[src/rtl/pipe_ctrl_pkg.sv]
// Shared types and constants for the pipeline hazard/stall sequencer.
// Holds the FSM state enum, the XZR register number and the control bundle.
package pipe_ctrl_pkg;

  typedef enum logic [1:0] {
    RUN      = 2'd0,
    LU_STALL = 2'd1,
    BR_FLUSH = 2'd2
  } hz_state_t;

  localparam logic [4:0] XZR   = 5'd31;
  localparam int         CNT_W = 2;

  typedef struct packed {
    logic pc_we;
    logic ifid_we;
    logic ifid_flush;
    logic idex_we;
    logic idex_bubble;
    logic exmem_we;
  } ctrl_t;

  localparam ctrl_t CTRL_RUN    = '{1'b1, 1'b1, 1'b0, 1'b1, 1'b0, 1'b1};
  localparam ctrl_t CTRL_STALL  = '{1'b0, 1'b0, 1'b0, 1'b1, 1'b1, 1'b1};
  localparam ctrl_t CTRL_FLUSH  = '{1'b1, 1'b1, 1'b1, 1'b1, 1'b1, 1'b1};
  localparam ctrl_t CTRL_FREEZE = '{1'b0, 1'b0, 1'b0, 1'b0, 1'b0, 1'b0};

endpackage

[src/rtl/load_use_detect.sv]
// Combinational load-use hazard compare: ID source regs vs EX load dest.
// Ports: id_rn/id_rm + use flags, ex_rd, ex_is_load, ex_reg_write -> hz.
module load_use_detect
  import pipe_ctrl_pkg::*;
(
  input  logic [4:0] id_rn,
  input  logic [4:0] id_rm,
  input  logic       id_uses_rn,
  input  logic       id_uses_rm,
  input  logic [4:0] ex_rd,
  input  logic       ex_is_load,
  input  logic       ex_reg_write,
  output logic       hz
);

  logic ld_live;
  logic rn_hit;
  logic rm_hit;

  // XZR reads as zero, so a load targeting it never creates a dependence
  assign ld_live = ex_is_load & ex_reg_write & (ex_rd != XZR);
  assign rn_hit  = id_uses_rn & (id_rn == ex_rd);
  assign rm_hit  = id_uses_rm & (id_rm == ex_rd);
  assign hz      = ld_live & (rn_hit | rm_hit);

endmodule

[src/rtl/pipe_hazard_ctrl.sv]
// Hazard/stall sequencer: drives PC, IF/ID, ID/EX, EX/MEM enables,
// flushes and bubbles. Priority mem_busy > ex_br_taken > load-use.
// Ports: clk, reset (async, high), ID/EX hazard inputs, mem_busy,
// pc_we, ifid_we, ifid_flush, idex_we, idex_bubble, exmem_we.
// HAZARD_PERF_EN adds saturating stall_cnt / flush_cnt outputs.
module pipe_hazard_ctrl
  import pipe_ctrl_pkg::*;
#(
  parameter int LU_STALL_CYCLES = 1,
  parameter int BR_PENALTY      = 1
) (
  input  logic        clk,
  input  logic        reset,
  input  logic [4:0]  id_rn,
  input  logic [4:0]  id_rm,
  input  logic        id_uses_rn,
  input  logic        id_uses_rm,
  input  logic [4:0]  ex_rd,
  input  logic        ex_is_load,
  input  logic        ex_reg_write,
  input  logic        ex_br_taken,
  input  logic        mem_busy,
  output logic        pc_we,
  output logic        ifid_we,
  output logic        ifid_flush,
  output logic        idex_we,
  output logic        idex_bubble,
  output logic        exmem_we
`ifdef HAZARD_PERF_EN
  ,
  output logic [31:0] stall_cnt,
  output logic [31:0] flush_cnt
`endif
);

  localparam logic [CNT_W-1:0] LU_LOAD = CNT_W'(LU_STALL_CYCLES - 1);
  localparam logic [CNT_W-1:0] BR_LOAD = CNT_W'(BR_PENALTY - 1);
  localparam hz_state_t LU_NEXT = (LU_STALL_CYCLES > 1) ? LU_STALL : RUN;
  localparam hz_state_t BR_NEXT = (BR_PENALTY > 1) ? BR_FLUSH : RUN;

  hz_state_t        state_q, state_d;
  logic [CNT_W-1:0] cnt_q, cnt_d;
  logic             hz;
  ctrl_t            ctl;

  load_use_detect u_lud (
    .id_rn        (id_rn),
    .id_rm        (id_rm),
    .id_uses_rn   (id_uses_rn),
    .id_uses_rm   (id_uses_rm),
    .ex_rd        (ex_rd),
    .ex_is_load   (ex_is_load),
    .ex_reg_write (ex_reg_write),
    .hz           (hz)
  );

  always_ff @(posedge clk or posedge reset) begin
    if (reset) begin
      state_q <= RUN;
      cnt_q   <= '0;
    end else begin
      state_q <= state_d;
      cnt_q   <= cnt_d;
    end
  end

  logic [CNT_W-1:0] cnt_dec;
  logic             last;

  // counter stops at zero; the cycle that sees cnt==1 is the final one
  assign cnt_dec = (cnt_q != '0) ? cnt_q - 1'b1 : '0;
  assign last    = (cnt_q <= CNT_W'(1));

  always_comb begin
    state_d = state_q;
    cnt_d   = cnt_q;
    ctl     = CTRL_RUN;
    if (mem_busy) begin
      ctl = CTRL_FREEZE;
    end else begin
      unique case (state_q)
        RUN: begin
          if (ex_br_taken) begin
            ctl     = CTRL_FLUSH;
            state_d = BR_NEXT;
            cnt_d   = BR_LOAD;
          end else if (hz) begin
            ctl     = CTRL_STALL;
            state_d = LU_NEXT;
            cnt_d   = LU_LOAD;
          end
        end
        LU_STALL: begin
          // a taken branch kills the stalled instruction anyway
          if (ex_br_taken) begin
            ctl     = CTRL_FLUSH;
            state_d = BR_NEXT;
            cnt_d   = BR_LOAD;
          end else begin
            ctl     = CTRL_STALL;
            cnt_d   = cnt_dec;
            state_d = last ? RUN : LU_STALL;
          end
        end
        BR_FLUSH: begin
          ctl     = CTRL_FLUSH;
          cnt_d   = cnt_dec;
          state_d = last ? RUN : BR_FLUSH;
        end
        default: begin
          state_d = RUN;
          cnt_d   = '0;
        end
      endcase
    end
    // outputs show RUN values while reset is held, not just after it
    if (reset) begin
      ctl = CTRL_RUN;
    end
  end

  assign pc_we       = ctl.pc_we;
  assign ifid_we     = ctl.ifid_we;
  assign ifid_flush  = ctl.ifid_flush;
  assign idex_we     = ctl.idex_we;
  assign idex_bubble = ctl.idex_bubble;
  assign exmem_we    = ctl.exmem_we;

`ifdef HAZARD_PERF_EN
  logic [31:0] stall_cnt_q, stall_cnt_d;
  logic [31:0] flush_cnt_q, flush_cnt_d;

  always_comb begin
    stall_cnt_d = stall_cnt_q;
    flush_cnt_d = flush_cnt_q;
    if (!pc_we && !mem_busy && stall_cnt_q != '1) begin
      stall_cnt_d = stall_cnt_q + 32'd1;
    end
    if (ifid_flush && flush_cnt_q != '1) begin
      flush_cnt_d = flush_cnt_q + 32'd1;
    end
  end

  always_ff @(posedge clk or posedge reset) begin
    if (reset) begin
      stall_cnt_q <= '0;
      flush_cnt_q <= '0;
    end else begin
      stall_cnt_q <= stall_cnt_d;
      flush_cnt_q <= flush_cnt_d;
    end
  end

  assign stall_cnt = stall_cnt_q;
  assign flush_cnt = flush_cnt_q;
`endif

endmodule
[config.mk]
export PLATFORM = sky130hd
export DESIGN_NAME = pipe_hazard_ctrl
export DESIGN_NICKNAME = d
export VERILOG_FILES = /design/src/rtl/pipe_ctrl_pkg.sv /design/src/rtl/load_use_detect.sv /design/src/rtl/pipe_hazard_ctrl.sv
export SDC_FILE = /design/constraint.sdc
export NUM_CORES = 1
export LEC_CHECK = 0
export ABC_CLOCK_PERIOD_IN_PS = 2400
export CORE_MARGIN = 4
export CORE_UTILIZATION = 39
export CTS_CLUSTER_SIZE = 30
export DETAILED_ROUTE_END_ITERATION = 12
export HOLD_SLACK_MARGIN = 0.02
export PLACE_DENSITY = 0.82
export SYNTH_ARGS = -nofsm -noshare
export SYNTH_HDL_FRONTEND = slang
export SYNTH_SLANG_ARGS = --single-unit
[constraint.sdc]
create_clock -name clk -period 2.4 [get_ports clk]
set_clock_uncertainty 0.15 [all_clocks]
set_input_delay 0.36 -clock clk [delete_from_list [all_inputs] [get_ports clk]]
set_output_delay 0.36 -clock clk [all_outputs]
set_load 0.02 [all_outputs]
# Word-level counts from Yosys, hierarchy flattened
# Index checks and enable logic that the tools add are counted.
dict set report word_totals {
  reg_bits 4
  inputBits 23
}
dict set report op_classes {
  magnitude_cmp 1
  n_mux 15
  n_addsub 1
  n_eq_ne 6
  n_bitwise 7
  reduce_logical 3
}
# op count
set ops {}
lappend ops {{6-bit two-way mux} 5}
lappend ops {{6-bit one-hot mux with 3 select lines} 1}
lappend ops {{2-bit one-hot mux with 3 select lines} 2}
lappend ops {{5-bit == test} 2}
lappend ops {{2-bit two-way mux} 5}
lappend ops {{1-bit bitwise AND} 5}
lappend ops {{5-bit inequality test, second input constant} 1}
lappend ops {{3-bit inequality test, second input constant} 1}
lappend ops {{2-bit by 1-bit == test with 1-bit output, second input constant} 1}
lappend ops {{2-bit == test, second input constant} 1}
lappend ops {{2-bit by 1-bit <= comparator with 1-bit output, second input constant} 1}
lappend ops {{2-bit logical NOT} 1}
lappend ops {{1-bit two-way mux} 2}
lappend ops {{2-bit AND reduction} 1}
lappend ops {{2-bit nonzero test} 1}
lappend ops {{2-bit by 1-bit subtractor with 2-bit output, second input constant} 1}
lappend ops {{1-bit NOT} 1}
lappend ops {{1-bit OR} 1}

# Depth between registers and ports, before layout
dict set report logic_depth {
  ltp_word 9
  ltp_mapped 6
  ltp_nobuf 5
}

# Hierarchy
# Synthesis repeated with hierarchy kept, for this count alone.
dict set report hier_totals {
  cells_unflattened 54
  area_unflattened_um2 475.5
}
# module area_per_inst_um2 n_inst cells_per_inst
set by_module_without_submodules {}
lappend by_module_without_submodules {pipe_hazard_ctrl 344.1 1 36}
lappend by_module_without_submodules {load_use_detect 131.4 1 18}

# Worst setup path after synthesis
# Ideal clock, no wire load.
dict set report synth_path {
  kind {input to output}
  start {input ex_rd[1]}
  end {output pc_we}
  path_slack_ps 408
  arrival_ps 1482
  t_required_ps 1890
  cell_stages 6
  cell_sequence {xnor2_1 nand4_1 o22ai_2 a31oi_1 o31a_1 buf_4}
}
dict set report synth_between {
  elab_chain_len 9
}
# element line_no
set synth_lines {}
lappend synth_lines {{start: declaration} pipe_hazard_ctrl.sv:18} ;# input logic [4:0] ex_rd,
lappend synth_lines {{5-bit == test (on tied branches)} {load_use_detect.sv:22, load_use_detect.sv:23}}
lappend synth_lines {{1-bit bitwise AND (on tied branches)} {load_use_detect.sv:22, load_use_detect.sv:23}}
lappend synth_lines {{1-bit OR} load_use_detect.sv:24} ;# assign hz = ld_live & (rn_hit | rm_hit);
lappend synth_lines {{1-bit bitwise AND *} load_use_detect.sv:24}
lappend synth_lines {{6-bit two-way mux *} pipe_hazard_ctrl.sv:87} ;# end else if (hz) begin
lappend synth_lines {{6-bit two-way mux *} pipe_hazard_ctrl.sv:83} ;# if (ex_br_taken) begin
lappend synth_lines {{6-bit one-hot mux with 3 select lines *} pipe_hazard_ctrl.sv:81} ;# unique case (state_q)
lappend synth_lines {{6-bit two-way mux *} pipe_hazard_ctrl.sv:78} ;# if (mem_busy) begin
lappend synth_lines {{6-bit two-way mux *} pipe_hazard_ctrl.sv:117} ;# if (reset) begin
lappend synth_lines {{end: declaration} pipe_hazard_ctrl.sv:23} ;# output logic pc_we,
# Every way passes the cells marked *; elsewhere a longest branch is shown, timed or not.

# Final worst setup path
dict set report layout_path {
  start {input id_rm[3]}
  end {output ifid_we}
}
dict set report layout_between {
  elab_chain_len 9
}
# element line_no
set layout_lines {}
lappend layout_lines {{start: declaration} pipe_hazard_ctrl.sv:15} ;# input logic [4:0] id_rm,
lappend layout_lines {{5-bit == test} load_use_detect.sv:23} ;# assign rm_hit = id_uses_rm & (id_rm == ex_rd);
lappend layout_lines {{1-bit bitwise AND} load_use_detect.sv:23}
lappend layout_lines {{1-bit OR} load_use_detect.sv:24}
lappend layout_lines {{1-bit bitwise AND} load_use_detect.sv:24}
lappend layout_lines {{6-bit two-way mux} pipe_hazard_ctrl.sv:87}
lappend layout_lines {{6-bit two-way mux} pipe_hazard_ctrl.sv:83}
lappend layout_lines {{6-bit one-hot mux with 3 select lines} pipe_hazard_ctrl.sv:81}
lappend layout_lines {{6-bit two-way mux} pipe_hazard_ctrl.sv:78}
lappend layout_lines {{6-bit two-way mux} pipe_hazard_ctrl.sv:117}
lappend layout_lines {{end: declaration} pipe_hazard_ctrl.sv:24} ;# output logic ifid_we,
# Every way passes these cells.

==> reports/metrics.cfg <==
[floorplan]
dieWidth_um=44
std_cell_rows=12
die_y_um=44
core_um2=1160
dieArea_um2=1940
num_io_pins=29
start_util_pct=43.7

[global_route]
grt_max_degree=6
overflow=0
gr-usage-all-layers_pct=17.2
antenna_found_initial=0
grt_pass1_wl_um=2530
grt_pass1_vias=558

[clocking]
numCtsBuffers=3
cts_root_buf=clkbuf_4
clock_sinks=4
htree_levels=1
path_clk_slew_ns=0.03
post_cts_buffers=0
cts_tree=yes
clkLatencyLatePin_ns=0.23
cts_buffer_depth=2
cts_hold_buf=0

[synth]
yosys.area.top_type=dfrtp_1
synthTopCellsByArea=dfrtp_1, xnor2_1, ha_1, mux2i_1, inv_1
ys_types=21
synth_nets=85
synth_cells=58
syn_area_um2=505
ys_ff_latch=4
netlist.area_leader.share_pct=19.8
yosys_warnings=0
ys_seq_area_share_pct=19.8
syn_avg_cell_area_um2=8.72

[timing]
fin_crit_sh_pct=97.3
final-setup-viol-count=0
setup_ws_ns=0.0658
timing.final.max_slew_violations=0
fin_crit_ns=2.33
hold_ws_ns=0.411
final_hold_viol_count=0
relSlewSlack_pct=76.9
tightest_slew_ns=0.347
max_clock_freq_mhz=428

[final_layout]
drive_gt1_share_pct=23.2
fin_cells=109
fin_util_pct=78.5
fill_cells=86
antenna_cells=0
syn_to_final_growth_pct=79.5
seqCellArea_um2=100
final_nets=124
multiInputGateArea_um2=390

[setup_path]
crit_type=in2out
crit_fanout=3
slowest_stage=clkdlybuf4s50_1
critical_path_buf_inv_count=2
worstPathRequired_ns=1.89
ff2ff_setup_slack_ns=0.71
worst_r2r_endpoint=state_q[0]
path_cells=clkdlybuf4s50_1 > xnor2_1 > nand4_2 > o22ai_2 > a31oi_1 > o31a_1 > buf_6
regToRegStartpoint=state_q[1]
start_kind=input port
crit_arrival_ns=1.82
cpPeakStageDelay_ns=0.48
critical-path-top-delay-family=buffers and inverters
crit_cells=7
ff2ff_path_depth=5
worst_setup_path_end_kind=output port

[hold_path]
hold_path_startpoint=cnt_q[0]
hold_path_depth=2
whs_endpoint=cnt_q[1]
hold_class=reg2reg

[routing]
totalWireLength_um=1620
drt-vias-per-instance=5.17
vias=563
drtIter0Drc=10
dr.pass1.iters=4
postRouteAntennaNets=0
drc=0
wl_per_cell_um=14.9

[placed_design]
post-place-ws_ns=-0.429
placed_cells=106
port-buffer-count=28
gp_congestion=0.755
hpwl_um=1320

[power]
peakVddDrop_v=0.000246
p_leak_uw=0.000480
power.density_nw_per_um2=286

[outcome]
status=finished, final reports clean

[flow_run]
cap_viol_max_count=0

per-layer routing:
metal | track usage (%) | part of all wire [%] | wire (µm) | vias up
met2 | 31.7 | 53 | 855 | 20
li1 | - | - | - | 276
met4 | 5.42 | 0.55 | 9 | 0
met5 | 0 | 0 | 0 | -
met1 | 21.4 | 42 | 688 | 265
met3 | 0 | 4.2 | 68 | 2
metrics by stage:
| step | total power, µW | setup TNS, ns | instance area (µm²) |
|---|---|---|---|
| detailed placement | 179 | -1.27 | 848 |
| floorplan | 113 | 0 | 505 |
| global route | 275 | -0.0265 | 907 |
| finish | 259 | 0 | 907 |
| global placement | 177 | -1.17 | 848 |
| CTS | 256 | 0 | 855 |
cells in the mapped netlist:
library cell	count
ha_1	4
o31ai_4	1
xnor2_1	10
nor3_1	2
dfrtp_1	4
inv_1	8
a31oi_1	2
o2111ai_1	2
a21oi_1	1
nand4_2	1
o211ai_1	1
nand2_1	7
o22ai_2	1
o21ai_0	1
nand4_1	1
and2b_2	1
buf_4	2
a211o_1	1
nand3_1	2
mux2i_1	5
o31a_1	1
area by class of cell:
type	count	share of cell area, %
Sequential cell	4	11.0
Clock buffer	3	2.48
Tap cell	14	1.93
Timing Repair Buffer	36	38.2
Inverter	8	3.31
Multi-Input combinational cell	44	43.0
layout by cell type, fill, tap and decap left out, types with 3 or more instances in the layout:
master	instances
xnor2_2	4
nand2_1	7
inv_1	8
mux2i_1	5
ha_1	4
dlygate4sd2_1	5
clkbuf_4	3
buf_4	8
dfrtp_1	4
clkdlybuf4s50_1	14
xnor2_1	6
dlymetal6s2s_1	6
power by group:
group / switching [µW] / leakage (µW) / internal, µW
clock: 21.8 / 0.0000138 / 55.5
sequential: 0.00868 / 0.0000559 / 67.9
combinational: 46.8 / 0.000410 / 67.1
state kept, by name, summed over array words and instances, names as in the netlist:
register  flops
cnt_q         2
state_q       2
worst max path at each step:
stage	startpoint	end	slack (ns)
2_1_floorplan	ex_rd[1]	pc_we	0.41
3_3_place_gp	ex_rd[1]	idex_bubble	-0.41
3_5_place_dp	ex_rd[4]	idex_bubble	-0.43
4_1_cts	id_rn[4]	ifid_we	0.05
5_1_grt	id_rm[2]	ifid_we	-0.01
6_report	id_rm[3]	ifid_we	0.07
kinds of logic after synthesis:
logic type	Yosys count	synth area share [%]
buffers and inverters	10	8.91
AOI/OAI and AO/OA	11	19.6
muxes	5	9.90
adders and majority gates	4	9.90
xor gates and xnor gates	10	17.3
DFF	4	19.8
and+or+nand+nor	14	14.6
worst min-delay path, cell delays in order, from the launching register on:
cell,delay [ns]
dfrtp_1,0.37
o2111ai_1,0.08
mux2i_1,0.07
repair_timing:
action                     in CTS  in global routing
gates resized for setup        20                 12
pin swaps                       5                  7
setup endpoints to repair       3                  3
(Power assumes the default switching activity.)
